[src/rtl/avr_fetch_unit_if.sv]
// Fetch-unit bus: program-memory read port plus the instruction port into the core.
// A transfer happens on a cycle where the producer's valid and the consumer's ready are both 1.
interface avr_fetch_unit_if #(
    parameter int PC_WIDTH = 16
);
    logic                pm_req;
    logic [PC_WIDTH-1:0] pm_addr;
    logic                pm_valid;
    logic [15:0]         pm_data;
    logic [15:0]         instr;
    logic [15:0]         instr_k;
    logic [PC_WIDTH-1:0] instr_pc;
    logic [PC_WIDTH-1:0] pc_next;
    logic                instr_valid;
    logic                instr_ready;
    logic                skip;
    logic                redirect;
    logic [PC_WIDTH-1:0] redirect_pc;

    modport master (
        output pm_req, pm_addr,
        input  pm_valid, pm_data,
        output instr, instr_k, instr_pc, pc_next, instr_valid,
        input  instr_ready, skip, redirect, redirect_pc
    );

    modport slave (
        input  pm_req, pm_addr,
        output pm_valid, pm_data,
        input  instr, instr_k, instr_pc, pc_next, instr_valid,
        output instr_ready, skip, redirect, redirect_pc
    );
endinterface

[src/rtl/avr_fetch_unit.sv]
// AVR instruction fetch sequencer: owns the PC, reads one or two program words per
// instruction, presents them to the core and applies redirects and skips.
module avr_fetch_unit #(
    parameter int                  PC_WIDTH     = 16,
    parameter logic [PC_WIDTH-1:0] RESET_VECTOR = '0
) (
    input  logic               CLK,
    input  logic               RST,
    avr_fetch_unit_if.master   bus,
    output logic [1:0]         o_dbg_state
);
    typedef enum logic [1:0] {
        S_FETCH1 = 2'd0,
        S_FETCH2 = 2'd1,
        S_ISSUE  = 2'd2
    } state_t;

    state_t              r_state, w_state_d;
    logic [PC_WIDTH-1:0] r_pc, w_pc_d;
    logic [PC_WIDTH-1:0] r_redir_pc, w_redir_pc_d;
    logic [PC_WIDTH-1:0] r_instr_pc, w_instr_pc_d;
    logic [PC_WIDTH-1:0] r_pc_after, w_pc_after_d;
    logic [15:0]         r_instr, w_instr_d;
    logic [15:0]         r_instr_k, w_instr_k_d;
    logic                r_skip_pending, w_skip_pending_d;
    logic                r_drop_pending, w_drop_pending_d;
    logic [PC_WIDTH-1:0] w_pc_inc;
    logic                w_two_word;

    assign w_pc_inc   = r_pc + PC_WIDTH'(1);
    // LDS/STS and JMP/CALL carry a second word (address or constant).
    assign w_two_word = ((bus.pm_data & 16'hFC0F) == 16'h9000) ||
                        ((bus.pm_data & 16'hFE0C) == 16'h940C);

    always_comb begin
        w_state_d        = r_state;
        w_pc_d           = r_pc;
        w_redir_pc_d     = r_redir_pc;
        w_instr_pc_d     = r_instr_pc;
        w_pc_after_d     = r_pc_after;
        w_instr_d        = r_instr;
        w_instr_k_d      = r_instr_k;
        w_skip_pending_d = r_skip_pending;
        w_drop_pending_d = r_drop_pending;
        case (r_state)
            S_FETCH1, S_FETCH2: begin
                if (bus.redirect) begin
                    w_skip_pending_d = 1'b0;
                    if (bus.pm_valid) begin
                        w_pc_d           = bus.redirect_pc;
                        w_state_d        = S_FETCH1;
                        w_drop_pending_d = 1'b0;
                    end else begin
                        // Address must hold until the memory answers; that answer is thrown away.
                        w_drop_pending_d = 1'b1;
                        w_redir_pc_d     = bus.redirect_pc;
                    end
                end else if (bus.pm_valid) begin
                    if (r_drop_pending) begin
                        w_pc_d           = r_redir_pc;
                        w_state_d        = S_FETCH1;
                        w_drop_pending_d = 1'b0;
                    end else if (r_state == S_FETCH1) begin
                        w_pc_d = w_pc_inc;
                        if (!r_skip_pending) begin
                            w_instr_d    = bus.pm_data;
                            w_instr_pc_d = r_pc;
                        end
                        if (w_two_word) begin
                            w_state_d = S_FETCH2;
                        end else if (r_skip_pending) begin
                            w_skip_pending_d = 1'b0;
                            w_state_d        = S_FETCH1;
                        end else begin
                            w_instr_k_d  = '0;
                            w_pc_after_d = w_pc_inc;
                            w_state_d    = S_ISSUE;
                        end
                    end else begin
                        w_pc_d = w_pc_inc;
                        if (r_skip_pending) begin
                            w_skip_pending_d = 1'b0;
                            w_state_d        = S_FETCH1;
                        end else begin
                            w_instr_k_d  = bus.pm_data;
                            w_pc_after_d = w_pc_inc;
                            w_state_d    = S_ISSUE;
                        end
                    end
                end
            end
            S_ISSUE: begin
                if (bus.redirect) begin
                    w_pc_d           = bus.redirect_pc;
                    w_skip_pending_d = 1'b0;
                    w_state_d        = S_FETCH1;
                end else if (bus.instr_ready) begin
                    w_skip_pending_d = bus.skip;
                    w_state_d        = S_FETCH1;
                end
            end
            default: begin
                w_state_d = S_FETCH1;
            end
        endcase
    end

    always_ff @(posedge CLK) begin
        if (RST) begin
            r_state        <= S_FETCH1;
            r_pc           <= RESET_VECTOR;
            r_redir_pc     <= '0;
            r_instr_pc     <= '0;
            r_pc_after     <= '0;
            r_instr        <= '0;
            r_instr_k      <= '0;
            r_skip_pending <= 1'b0;
            r_drop_pending <= 1'b0;
        end else begin
            r_state        <= w_state_d;
            r_pc           <= w_pc_d;
            r_redir_pc     <= w_redir_pc_d;
            r_instr_pc     <= w_instr_pc_d;
            r_pc_after     <= w_pc_after_d;
            r_instr        <= w_instr_d;
            r_instr_k      <= w_instr_k_d;
            r_skip_pending <= w_skip_pending_d;
            r_drop_pending <= w_drop_pending_d;
        end
    end

    // Request is held off while reset is applied so it first rises in the cycle RST drops.
    assign bus.pm_req      = !RST && (r_state != S_ISSUE);
    assign bus.pm_addr     = r_pc;
    assign bus.instr_valid = (r_state == S_ISSUE);
    assign bus.instr       = r_instr;
    assign bus.instr_k     = r_instr_k;
    assign bus.instr_pc    = r_instr_pc;
    assign bus.pc_next     = r_pc_after;
    assign o_dbg_state     = r_state;
endmodule

[src/flat_wrapper.sv]
// flat-port wrapper written by rule: the top's interface ports become plain ports
module avr_fetch_unit_flat 
#(
    parameter int                  PC_WIDTH     = 16,
    parameter logic [PC_WIDTH-1:0] RESET_VECTOR = '0
)
  (CLK, RST, o_dbg_state, bus_pm_req, bus_pm_addr, bus_pm_valid, bus_pm_data, bus_instr, bus_instr_k, bus_instr_pc, bus_pc_next, bus_instr_valid, bus_instr_ready, bus_skip, bus_redirect, bus_redirect_pc);
  avr_fetch_unit_if #(.PC_WIDTH(PC_WIDTH)) bus_i ();
  input  logic CLK;
  input  logic RST;
  output logic [1:0] o_dbg_state;
  output wire logic [$bits(bus_i.pm_req)-1:0] bus_pm_req;
  output wire logic [$bits(bus_i.pm_addr)-1:0] bus_pm_addr;
  input wire logic [$bits(bus_i.pm_valid)-1:0] bus_pm_valid;
  input wire logic [$bits(bus_i.pm_data)-1:0] bus_pm_data;
  output wire logic [$bits(bus_i.instr)-1:0] bus_instr;
  output wire logic [$bits(bus_i.instr_k)-1:0] bus_instr_k;
  output wire logic [$bits(bus_i.instr_pc)-1:0] bus_instr_pc;
  output wire logic [$bits(bus_i.pc_next)-1:0] bus_pc_next;
  output wire logic [$bits(bus_i.instr_valid)-1:0] bus_instr_valid;
  input wire logic [$bits(bus_i.instr_ready)-1:0] bus_instr_ready;
  input wire logic [$bits(bus_i.skip)-1:0] bus_skip;
  input wire logic [$bits(bus_i.redirect)-1:0] bus_redirect;
  input wire logic [$bits(bus_i.redirect_pc)-1:0] bus_redirect_pc;
  assign bus_pm_req = bus_i.pm_req;
  assign bus_pm_addr = bus_i.pm_addr;
  assign bus_i.pm_valid = bus_pm_valid;
  assign bus_i.pm_data = bus_pm_data;
  assign bus_instr = bus_i.instr;
  assign bus_instr_k = bus_i.instr_k;
  assign bus_instr_pc = bus_i.instr_pc;
  assign bus_pc_next = bus_i.pc_next;
  assign bus_instr_valid = bus_i.instr_valid;
  assign bus_i.instr_ready = bus_instr_ready;
  assign bus_i.skip = bus_skip;
  assign bus_i.redirect = bus_redirect;
  assign bus_i.redirect_pc = bus_redirect_pc;
  avr_fetch_unit #(.PC_WIDTH(PC_WIDTH), .RESET_VECTOR(RESET_VECTOR)) u_core (.CLK(CLK), .RST(RST), .bus(bus_i), .o_dbg_state(o_dbg_state));
endmodule
[config.mk]
export PLATFORM = sky130hd
export DESIGN_NAME = avr_fetch_unit_flat
export DESIGN_NICKNAME = d
export VERILOG_FILES = /design/src/rtl/avr_fetch_unit_if.sv /design/src/rtl/avr_fetch_unit.sv /design/src/flat_wrapper.sv
export SDC_FILE = /design/constraint.sdc
export NUM_CORES = 1
export LEC_CHECK = 0
export CAP_MARGIN = 20
export CORE_MARGIN = 5
export CORE_UTILIZATION = 45
export DETAILED_ROUTE_END_ITERATION = 8
export HOLD_SLACK_MARGIN = 0.12
export PLACE_DENSITY_LB_ADDON = 0.12
export SYNTH_ARGS = -nofsm -noshare
export SYNTH_HDL_FRONTEND = slang
export SYNTH_SLANG_ARGS = --single-unit
[constraint.sdc]
create_clock -name CLK -period 2.8 [get_ports CLK]
set_input_delay 0.56 -clock CLK [delete_from_list [all_inputs] [get_ports CLK]]
set_output_delay 0.56 -clock CLK [all_outputs]
set_load 0.05 [all_outputs]
==> results.md <==
Detailed routing:
- The first-pass detailed-route iteration total is 4.
- Dividing the detail-routed via count by the number of cells gives 5.35.
- For this block, the via count after detailed routing is 4142.
- The number of DRC violations after detailed-routing iteration 0 is 240.
- The remaining antenna violation count after routing is 0.
- The average wire length per cell after detail routing is 16.4 µm.
- The number of remaining DRC errors is 0.
- After detailed routing, the total wire length is 12.7 mm.

Hold path:
- For hold timing, the worst endpoint is u_core.r_redir_pc[5].
- The path class of the tightest hold or removal check is reg -> reg.
- The startpoint of the tightest hold check path is u_core.r_redir_pc[5].
- The worst hold path was traced through 2 stages.

Pwr:
- In this run the static leakage power is 2.04 nW.
- The worst-case IR drop observed on VDD is 0.300 mV.
- The sum of internal, switching and leakage power is 0.00318 W.
- Power spread over the standard cell area amounts to 548 nW/µm².

Clocking:
- The hold-fix buffer count after cts is 0.
- After clock tree synthesis, the clock-pin slew on the worst setup and hold paths is 90 ps.
- The number of buffers on the longest clock path is 2.
- The TritonCTS buffer count is 9.
- The number of gates resized after CTS is 0.
- The clock tree synthesis step divided the H-tree into 3 levels.
- Buffers added to address setup during post-CTS repair amount to 0.
- The tree is rooted in a sky130_fd_sc_hd__clkbuf_8.
- The later pin in the worst-skew pair is clocked with a latency of 360 ps.
- TritonCTS built the clock tree.
- For this design, the sink count on the clock tree is 100.

GRT:
- The pin count of the biggest net entering global routing is 86.
- The number of global-route vias before repair is 4001.
- The initial antenna violation count came to 0.
- The total congestion overflow after global routing is 0.
- Global routing consumed, over all layers together, 21.9% of the routing resources.
- The first-pass GRT wire length is 20.3 mm.

Floorplanning:
- The starting density of the core is 46.3%.
- In this run the standard cell core region covers 9240 µm².
- During I/O placement, the number of pins put on the boundary was 122.
- The die covers 11500 µm².
- The vertical die dimension is 107 µm.
- The die span in x is 107 µm.
- The row count is 35.

STA:
- The setup-violating endpoint count in the final report is 0.
- Measured against its own limit, the worst slew margin works out to 38.4%.
- The upper clock frequency limit is 405 MHz.
- The max-slew violation total from the final report is 0.
- The share of the clock period used by the worst path after layout is 88.2%.
- The final hold violation count is 0.
- Setup repair after global routing left no endpoint under its margin.
- The transition time at the pin with the least slew margin is 924 ps.
- The post-route minimum period is 2470 ps.
- The clock skew after layout is 12.2 ps.

Layout:
- Leaving out fill and tap cells, the most frequent cell in the layout is sky130_fd_sc_hd__nand2_1.
- The footprint of the multi-input gates is 2040 µm².
- The area overhead of the layout relative to synthesis is 36.0%.
- For this run, the share of the core covered by cells in the final layout is 62.9%.
- The top cell types in the final layout, fill and taps aside, are sky130_fd_sc_hd__nand2_1 (125), sky130_fd_sc_hd__clkdlybuf4s50_1 (119), sky130_fd_sc_hd__dfxtp_1 (100).
- The register cell area after layout is 2000 µm².
- The repair_antennas step left the layout with diodes totalling 0.
- The share of cells above drive strength 1 is 8.53%.
- The number of filler cells placed in the layout is 820.
- After the last flow step, the layout net total stands at 679.

Outcome:
- The flow ran to the end, and the final reports show no timing, DRC or antenna violations.

Worst setup path:
- The critical path runs through a total of 3 cells.
- The critical path is of the reg -> out type.
- The critical path endpoint category is an output pin.
- Of all nets on the critical path, the largest fanout is 10.
- The minimum setup slack among reg-to-reg paths is 610 ps.
- The endpoint identified for the worst register-to-register timing path is u_core.bus.instr_pc[15].
- STA classifies the critical path startpoint as a flop.
- In this design, the stage delay of the slowest critical-path cell is 840 ps.
- For the worst setup path, the data arrival time is 1910 ps.
- The critical path's top delay family is buffers and inverters.
- The required time of the critical path is 2240 ps.
- The beginning of the critical path is u_core.o_dbg_state[1].
- The worst register-to-register path begins at u_core.o_dbg_state[1].
- Traced cell by cell, the critical path runs through nor2b_1 > nor2_1 > clkdlybuf4s50_1.
- The combined buffer and inverter count along the critical path is 1.
- For the worst flop-to-flop path, the logic depth is 5.
- For this design, the slowest cell found on the critical path is sky130_fd_sc_hd__clkdlybuf4s50_1.

Synth:
- The number of distinct library cells after synthesis is 49.
- The part of the Yosys area used for sequential elements is 46.8%.
- The number of flops mapped to enable cells by yosys is 0.
- Each instance of the synthesized netlist takes up on average 8.09 µm².
- The fraction of registers with async set/reset is 0%.
- The synthesis-stage register bit count is 100.
- The cell area that synthesis handed to floorplanning was 4270 µm².
- The primary flip-flop cell chosen by synthesis mapping is sky130_fd_sc_hd__dfxtp_1.
- The net count after synthesis is 567.
- The synthesized instance count is 528.
- During synthesis, Yosys emitted a total of 0 warnings.

Run:
- The max-cap violation count is 0.

Placed design:
- The estimated wirelength of the detail-placed design is 8.83 mm.
- The weighted congestion reported at the end of routability-driven placement is 0.827.
- The number of input and output port buffers inserted is 121.
==> synth_stat cells (3+ instances only) <==
library cell,number,area (µm²)
sky130_fd_sc_hd__o21a_1,3,22.5
sky130_fd_sc_hd__inv_1,6,22.5
sky130_fd_sc_hd__a211oi_1,7,52.6
sky130_fd_sc_hd__xor2_1,6,52.6
sky130_fd_sc_hd__or2_2,3,18.8
sky130_fd_sc_hd__a21oi_1,66,330
sky130_fd_sc_hd__dfxtp_1,100,2000
sky130_fd_sc_hd__xnor2_1,8,70.1
sky130_fd_sc_hd__buf_6,5,56.3
sky130_fd_sc_hd__nor4_1,7,43.8
sky130_fd_sc_hd__nand2_1,125,469
sky130_fd_sc_hd__buf_2,6,30.0
sky130_fd_sc_hd__clkbuf_1,23,86.3
sky130_fd_sc_hd__mux2i_1,11,110
sky130_fd_sc_hd__nor2_2,6,37.5
sky130_fd_sc_hd__nor3_1,6,30.0
sky130_fd_sc_hd__a211oi_2,6,75.1
sky130_fd_sc_hd__nor2_1,34,128
sky130_fd_sc_hd__o211ai_1,5,37.5
sky130_fd_sc_hd__o21ai_0,29,145
sky130_fd_sc_hd__nand4_1,5,31.3
sky130_fd_sc_hd__o21bai_1,4,30.0
sky130_fd_sc_hd__nand3_1,24,120
==> worst max path at each step <==
stage	endpoint
4_1_cts	bus_pm_req
6_report	bus_pm_req
2_1_floorplan	u_core.bus.pm_addr[11]
3_3_place_gp	u_core.bus.instr_pc[14]
3_5_place_dp	u_core.bus.instr[12]
5_1_grt	bus_pm_req
==> per-stage QoR <==
step | std cells | worst slack, ps | instance area, µm² | hold WS [ps] | setup TNS, ps
2_1_floorplan | 528 | 490 | 4270 | 433 | 0
3_3_place_gp | 758 | 31.4 | 5610 | 439 | 0
3_5_place_dp | 758 | -37.5 | 5610 | 444 | -428
4_1_cts | 774 | 285 | 5810 | 457 | 0
5_1_grt | 774 | 220 | 5810 | 483 | 0
6_report | 774 | 332 | 5810 | 457 | 0
==> worst register-to-register path: stages, from the launching register on <==
cell and delay [ps]:
sky130_fd_sc_hd__dfxtp_1 410, sky130_fd_sc_hd__or3b_4 430, sky130_fd_sc_hd__or3_1 390, sky130_fd_sc_hd__or2_2 550, sky130_fd_sc_hd__nand2_1 160, sky130_fd_sc_hd__a21oi_1 80
==> sequential cells by signal, summed over array words and instances, names as in the netlist <==
name                   count
u_core.bus.instr          16
u_core.bus.pc_next        16
u_core.bus.pm_addr        16
u_core.bus.instr_pc       16
u_core.r_redir_pc         16
u_core.r_skip_pending      1
u_core.bus.instr_k        16
u_core.o_dbg_state         2
u_core.r_drop_pending      1
==> layer usage <==
layer	share of wire [%]	global-route usage [%]	wire, µm	vias to the layer above
li1	-	-	-	2030
met1	42	27.3	5390	1938
met2	49	37.9	6160	157
met3	7.1	3.66	895	17
met4	1.9	8.21	244	0
met5	0	0	0	-
==> cell type report <==
class	instances	area share (%)
flip-flops and latches	100	34.4
multi-input cells	382	35.0
clock inverters	4	0.818
repair buffers	140	23.8
inverters	7	0.452
clock buffers	12	2.67
well taps	129	2.78
==> cells by family (layout without fill, tap and decap cells) <==
family	after synthesis	after routing	share of synthesized area, %
simple gates	222	222	22.6
compound gates	134	134	18.9
flops	100	100	46.8
buf+inv	46	163	5.91
xor+xnor	14	14	2.87
mux	11	11	2.58
fa+ha+maj	1	1	0.293
==> report_power, final <==
part           total, W  switching (W)  internal [W]
Combinational  0.000674       0.000424      0.000250
Sequential      0.00156      0.0000720       0.00149
Clock          0.000952       0.000492      0.000460
Total           0.00318       0.000988       0.00220
(Power assumes the default switching activity.)
